==> src/rtl/sprite_pkg.sv <==
// Purpose: shared screen geometry and scheduler state encoding for the sprite blocks.
// Latency: n/a (declarations only).
// Backpressure: n/a.
package sprite_pkg;

   localparam int H_RES      = 640;
   localparam int V_RES      = 480;
   localparam int V_RES_FULL = 525;

   typedef enum logic [0:0] {
      IDLE   = 1'b0,
      UPDATE = 1'b1
   } state_t;

endpackage

==> src/rtl/sprite_bounce.sv <==
// Purpose: one-axis motion step with bounce at the low edge (0) and the high limit.
// Latency: purely combinational.
// Backpressure: none; evaluated whenever the caller samples it.
module sprite_bounce #(
   parameter int CORDW = 10
) (
   input  logic [CORDW-1:0] pos,
   input  logic             dir,
   input  logic [CORDW-1:0] limit,
   input  logic [CORDW-1:0] speed,
   output logic [CORDW-1:0] pos_next,
   output logic             dir_next
);

   // Move one step; reverse when the step would cross the limit or go below zero.
   always_comb begin
      dir_next = dir;
      pos_next = dir ? (pos - speed) : (pos + speed);
      if (!dir && (pos >= limit)) begin
         dir_next = 1'b1;
         pos_next = pos - speed;
      end else if (dir && (pos < speed)) begin
         dir_next = 1'b0;
         pos_next = pos + speed;
      end
   end

endmodule

==> src/rtl/sprite_sched.sv <==
// Purpose: per-sprite position store, once-per-frame bounce update, line-start pulses, pixel arbitration.
// Latency: update runs NSPR cycles from the frame trigger; start/pixel outputs are combinational.
// Backpressure: cfg_ready drops during the update (and in the trigger cycle); a held write waits.
module sprite_sched #(
   parameter int NSPR       = 4,
   parameter int CORDW      = 10,
   parameter int H_RES      = sprite_pkg::H_RES,
   parameter int V_RES      = sprite_pkg::V_RES,
   parameter int V_RES_FULL = sprite_pkg::V_RES_FULL,
   parameter int SPR_W      = 48,
   parameter int SPR_H      = 48,
   parameter int SPEED_X    = 4,
   parameter int SPEED_Y    = 2
) (
   input  logic                                      clk,
   input  logic                                      rst_n,
   input  logic [CORDW-1:0]                          sx,
   input  logic [CORDW-1:0]                          sy,
   input  logic                                      cfg_valid,
   output logic                                      cfg_ready,
   input  logic [((NSPR > 1) ? $clog2(NSPR) : 1)-1:0] cfg_id,
   input  logic [CORDW-1:0]                          cfg_x,
   input  logic [CORDW-1:0]                          cfg_y,
   input  logic                                      cfg_dx,
   input  logic                                      cfg_dy,
   input  logic                                      cfg_en,
   output logic [NSPR-1:0]                           spr_start,
   output logic [NSPR*CORDW-1:0]                     sprx,
   input  logic [NSPR-1:0]                           spr_pix_in,
   output logic                                      pix,
   output logic [((NSPR > 1) ? $clog2(NSPR) : 1)-1:0] pix_id,
   output logic                                      busy
);

   import sprite_pkg::*;

   localparam int IDW = (NSPR > 1) ? $clog2(NSPR) : 1;

   localparam logic [CORDW-1:0] X_LIM  = CORDW'(H_RES - SPEED_X - SPR_W);
   localparam logic [CORDW-1:0] Y_LIM  = CORDW'(V_RES - SPEED_Y - SPR_H);
   localparam logic [CORDW-1:0] X_SPD  = CORDW'(SPEED_X);
   localparam logic [CORDW-1:0] Y_SPD  = CORDW'(SPEED_Y);
   localparam logic [CORDW-1:0] X_RST  = CORDW'((H_RES - SPR_W) / 2);
   localparam logic [CORDW-1:0] Y_RST  = CORDW'((V_RES - SPR_H) / 2);
   localparam logic [CORDW-1:0] H_END  = CORDW'(H_RES);
   localparam logic [CORDW-1:0] V_TRIG = CORDW'(V_RES);
   localparam logic [CORDW-1:0] V_LAST = CORDW'(V_RES_FULL - 1);
   localparam logic [IDW-1:0]   IDX_LAST = IDW'(NSPR - 1);

   state_t             state_q, state_d;
   logic [IDW-1:0]     idx_q;
   logic [CORDW-1:0]   x_q [NSPR];
   logic [CORDW-1:0]   y_q [NSPR];
   logic [NSPR-1:0]    dx_q, dy_q, en_q;
   logic               trigger, upd_last, cfg_fire;
   logic [CORDW-1:0]   x_nxt, y_nxt;
   logic               dx_nxt, dy_nxt;
   logic [NSPR-1:0]    pix_hits;

   // Frame trigger: first pixel of the first blanking line, only while idle.
   assign trigger  = rst_n && (state_q == IDLE) && (sy == V_TRIG) && (sx == '0);
   assign upd_last = (idx_q == IDX_LAST);
   assign cfg_fire = cfg_valid && cfg_ready && (int'(cfg_id) < NSPR);

   // State register.
   always_ff @(posedge clk or negedge rst_n) begin
      if (!rst_n) state_q <= IDLE;
      else        state_q <= state_d;
   end

   // Next state and handshake outputs; the trigger wins over a config write.
   always_comb begin
      state_d   = state_q;
      busy      = 1'b0;
      cfg_ready = 1'b0;
      case (state_q)
         IDLE: begin
            cfg_ready = !trigger;
            if (trigger) state_d = UPDATE;
         end
         UPDATE: begin
            busy = 1'b1;
            if (upd_last) state_d = IDLE;
         end
         default: state_d = IDLE;
      endcase
   end

   // Sprite index walked once per update pass.
   always_ff @(posedge clk or negedge rst_n) begin
      if (!rst_n)                 idx_q <= '0;
      else if (state_q == UPDATE) idx_q <= upd_last ? '0 : idx_q + 1'b1;
   end

   sprite_bounce #(.CORDW(CORDW)) u_bounce_x (
      .pos(x_q[idx_q]), .dir(dx_q[idx_q]), .limit(X_LIM), .speed(X_SPD),
      .pos_next(x_nxt), .dir_next(dx_nxt)
   );

   sprite_bounce #(.CORDW(CORDW)) u_bounce_y (
      .pos(y_q[idx_q]), .dir(dy_q[idx_q]), .limit(Y_LIM), .speed(Y_SPD),
      .pos_next(y_nxt), .dir_next(dy_nxt)
   );

   // Sprite state: config writes when idle, bounce step for the indexed enabled sprite.
   always_ff @(posedge clk or negedge rst_n) begin
      if (!rst_n) begin
         for (int i = 0; i < NSPR; i++) begin
            x_q[i]  <= X_RST;
            y_q[i]  <= Y_RST;
            dx_q[i] <= 1'b0;
            dy_q[i] <= 1'b0;
            en_q[i] <= (i == 0);
         end
      end else if (cfg_fire) begin
         x_q[cfg_id]  <= cfg_x;
         y_q[cfg_id]  <= cfg_y;
         dx_q[cfg_id] <= cfg_dx;
         dy_q[cfg_id] <= cfg_dy;
         en_q[cfg_id] <= cfg_en;
      end else if ((state_q == UPDATE) && en_q[idx_q]) begin
         x_q[idx_q]  <= x_nxt;
         y_q[idx_q]  <= y_nxt;
         dx_q[idx_q] <= dx_nxt;
         dy_q[idx_q] <= dy_nxt;
      end
   end

   // Line-start pulse one line ahead of each sprite's top row, wrapping at line 0.
   always_comb begin
      spr_start = '0;
      for (int i = 0; i < NSPR; i++) begin
         spr_start[i] = en_q[i] && (sx == H_END) &&
                        (sy == ((y_q[i] == '0) ? V_LAST : (y_q[i] - 1'b1)));
      end
   end

   // Packed X positions for the engines.
   always_comb begin
      sprx = '0;
      for (int i = 0; i < NSPR; i++) sprx[i*CORDW +: CORDW] = x_q[i];
   end

   assign pix_hits = spr_pix_in & en_q;

   // Pixel arbitration: lowest enabled sprite with an opaque pixel wins.
   always_comb begin
      pix    = |pix_hits;
      pix_id = '0;
      for (int i = NSPR - 1; i >= 0; i--) begin
         if (pix_hits[i]) pix_id = IDW'(i);
      end
   end

endmodule

==> config.mk <==
export PLATFORM = sky130hd
export DESIGN_NAME = sprite_sched
export DESIGN_NICKNAME = d
export VERILOG_FILES = /design/src/rtl/sprite_pkg.sv /design/src/rtl/sprite_bounce.sv /design/src/rtl/sprite_sched.sv
export SDC_FILE = /design/constraint.sdc
export NUM_CORES = 1
export LEC_CHECK = 0
export CELL_PAD_IN_SITES_DETAIL_PLACEMENT = 0
export CELL_PAD_IN_SITES_GLOBAL_PLACEMENT = 1
export CORE_MARGIN = 2
export CORE_UTILIZATION = 43
export DETAILED_ROUTE_END_ITERATION = 7
export GPL_TIMING_DRIVEN = 0
export PLACE_DENSITY_LB_ADDON = 0.05
export SYNTH_ARGS = -nofsm -noshare
export SYNTH_HDL_FRONTEND = slang
export SYNTH_SLANG_ARGS = --single-unit
==> constraint.sdc <==
create_clock -name clk -period 8.79 [get_ports clk]
set_clock_uncertainty 0.1 [all_clocks]
set_input_delay 0.879 -clock clk [delete_from_list [all_inputs] [get_ports clk]]
set_output_delay 0.879 -clock clk [all_outputs]
set_load 0.005 [all_outputs]
==> flow_summary.yaml <==
layout:
  drive_gt1_frac: 0.0995
  final_nets: 923
  fin_util: 0.536
  n_antenna_cell: 0
  fillers: 1493
  postLayoutCellArea_sq_um: 8540
  syn_to_final_growth_pct: 21.5
critical_path:
  critPathKind: "reg2out"
  cp_slowest_cell: "nor4_1"
  critPathTopFamily: "simple AND/OR/NAND/NOR gates"
  cpPeakStageDelay_ns: 0.65
  r2r_cells: 11
  path_cells: "inv_1 > ha_1 > or4b_2 > or3_1 > nor4_1 > nor2_1 > xnor2_1 > nor4_1 > o2111a_1 > clkdlybuf4s50_1"
  cp.depth: 10
  cp_max_fo: 6
  crit_top_cell: "nor4_1"
  cp.arrival_ns: 4.03
  crit_required_ns: 7.81
  worst-path-buf-inv: 2
  start_kind: "flip-flop"
  critPathCaptureType: "primary output"
power_and_ir_drop:
  swShare: 0.398
  p_sw_uw: 774
  p_per_area_nw_per_um2: 227
  p_leak_nw: 3.19
  p_int_mw: 1.17
  p_seq_frac: 0.363
  ir_drop_v: 0.000115
  power.share.clock: 0.193
  combinationalPowerShare: 0.444
cts:
  clock_path_buffers: 2
  clk_latency_ns: 0.35
  cts_tree: "built"
  postCtsHoldBufs: 0
  cts-resized-gates: 0
  h-tree-depth: 3
  clk_pin_slew_worst_paths_ns: 0.07
  cts_buffers: 9
  postCtsSetupBuffers: 0
  clock-root-buffer: "clkbuf_16"
  cts_sinks: 95
floorplanning:
  die-area_sq_um: 17400
  initial_utilization: 0.441
  core_sq_um: 15900
  row_count: 46
  die_x_um: 132
  ios: 101
  fp.dieH_um: 132
synthesis:
  yosysTopAreaCellShare: 0.235
  synthCells: 753
  ys_seq_elements: 95
  async_flop_share: 1.00
  synth_common_cells: "o21ai_0 (76), dfrtp_1 (66), nand2_1 (66)"
  syn_area_per_cell_sq_um: 9.33
  synthMostInstantiatedCell: "o21ai_0"
  syn_nets: 817
  synth_top_cell_by_area: "dfrtp_1"
  yosys_warnings: 0
  yosys-top-cells-area: "dfrtp_1 (24%), dfstp_2 (11%), a22oi_1 (6.2%), mux4_2 (5.8%), o21ai_0 (5.4%)"
  synth_cell_types: 66
  yosys_most_used_dff: "dfrtp_1"
  seq_area_frac_synth: 0.343
  syn_area_sq_um: 7030
  synth_edf_count: 0
detailed_routing:
  routed_wl_mm: 26.2
  wl_per_cell_um: 24.2
  avgViaCountPerCell: 6.36
  drt_iter0_drc: 611
  vias: 6864
  ant_nets: 0
  drc: 0
  firstDrtPassIters: 5
global_route:
  grt_first_pass_wirelength_mm: 39.6
  grt_overflow: 0
  grt_use_total: 0.298
  grt_max_degree: 65
  grt_pass1_vias: 6750
  antenna_found_initial: 0
placed_design:
  numPortBuffers: 94
  dpl.hpwl_mm: 19.2
  postPlaceCellArea_sq_um: 8260
  place.gp.congestion: 0.932
timing:
  slew_violations: 0
  max_freq_mhz: 200
  maxSlewHeadroom: 0.214
  finalSetupViolCount: 0
  hold_violations: 0
  worstMarginPinSlew_ns: 1.17
  post-route-min-period_ns: 5.00
  setup_tns_ns: 0
  rsz0062_at_grt: "no"
  whs_ns: 0.378
  period_share: 0.569
run_status:
  status: "completed"
worst_hold_path:
  hold_class: "in2async"
job:
  cap_violations: 0
[power by group through the flow]
stage                     Combinational, mW  Sequential, mW  Clock (mW)
after CTS                             0.853           0.700       0.381
after detailed placement              0.847           0.706           0
after floorplan                       0.573           0.652           0
final                                 0.862           0.704       0.376
after global placement                0.832           0.702           0
after global routing                  0.936           0.716       0.403
[layout by cell type, fill, tap and decap left out, types with 5 or more instances in the layout]
cell             count
o211ai_1             7
clkbuf_16            9
o31ai_1              6
and2_1              12
nor3_1              25
o21ai_0             76
inv_1               32
nand3b_1             5
o221ai_1             9
a22o_1               9
nor4_1              12
clkbuf_1            39
o2bb2ai_1            6
nand2_1             66
a221o_1              9
clkdlybuf4s50_1     93
nand4_1             10
a31oi_1              5
xnor2_1             35
ha_1                12
dfrtp_1             66
a21o_1              12
nand3_1             13
a22oi_1             58
mux2i_1             11
mux4_1               7
or3_1                9
mux4_2              18
dfstp_2             29
a21oi_1             14
xor2_1              21
or2_2                7
a32oi_1              8
nand2b_1             6
nor2_1              38
[final timing paths]
kind | slack [ns] | endpoint | from
max | 3.79 | spr_start[2] | y_q[10]
min | 0.38 | sprx[17] | rst_n
max reg2reg | 4.64 | sprx[37] | idx_q[1]
min reg2reg | 0.39 | dy_q[3] | dy_q[3]
max in group asynchronous | 7.49 | en_q[0] | rst_n
min in group clk | 0.39 | dy_q[3] | dy_q[3]
[cells by family after synthesis]
logic type / share of synthesized area
XOR/XNOR: 0.0730
multiplexers: 0.103
AND/OR/NAND/NOR: 0.179
AO/OA/AOI/OAI: 0.235
adder cells (fa/ha/maj): 0.0214
flip-flops: 0.343
buffers and inverters: 0.0456
[area by class of cell]
class	instances	area, sq um	area share
Clock buffer	12	246	0.0289
Inverter	32	120	0.0141
Tap cell	216	270	0.0317
Timing Repair Buffer	95	966	0.113
Sequential cell	95	2410	0.283
Buffer	45	200	0.0234
Clock inverter	4	28.8	0.00337
Multi-Input combinational cell	581	4290	0.503
[stage by stage]
step	setup slack, ns	power [mW]	std cells
floorplan	5.11	1.22	753
CTS	3.78	1.93	1080
detailed placement	3.87	1.55	1064
finish	3.79	1.94	1080
global route	3.58	2.06	1080
global placement	0.973	1.53	1063
[registers in the layout, indices dropped and copies added (netlist names)]
register	flops
en_q	4
state_q	1
dx_q	4
dy_q	4
sprx	40
idx_q	2
y_q	40
[routing by layer]
metal | track usage | part of all wire | vias to the layer above
met1 | 0.393 | 0.42 | 3435
met4 | 0.119 | 0.034 | 0
met2 | 0.492 | 0.48 | 299
met3 | 0.0488 | 0.071 | 54
met5 | 0 | 0 | -
li1 | - | - | 3076
(Power assumes the default switching activity.)
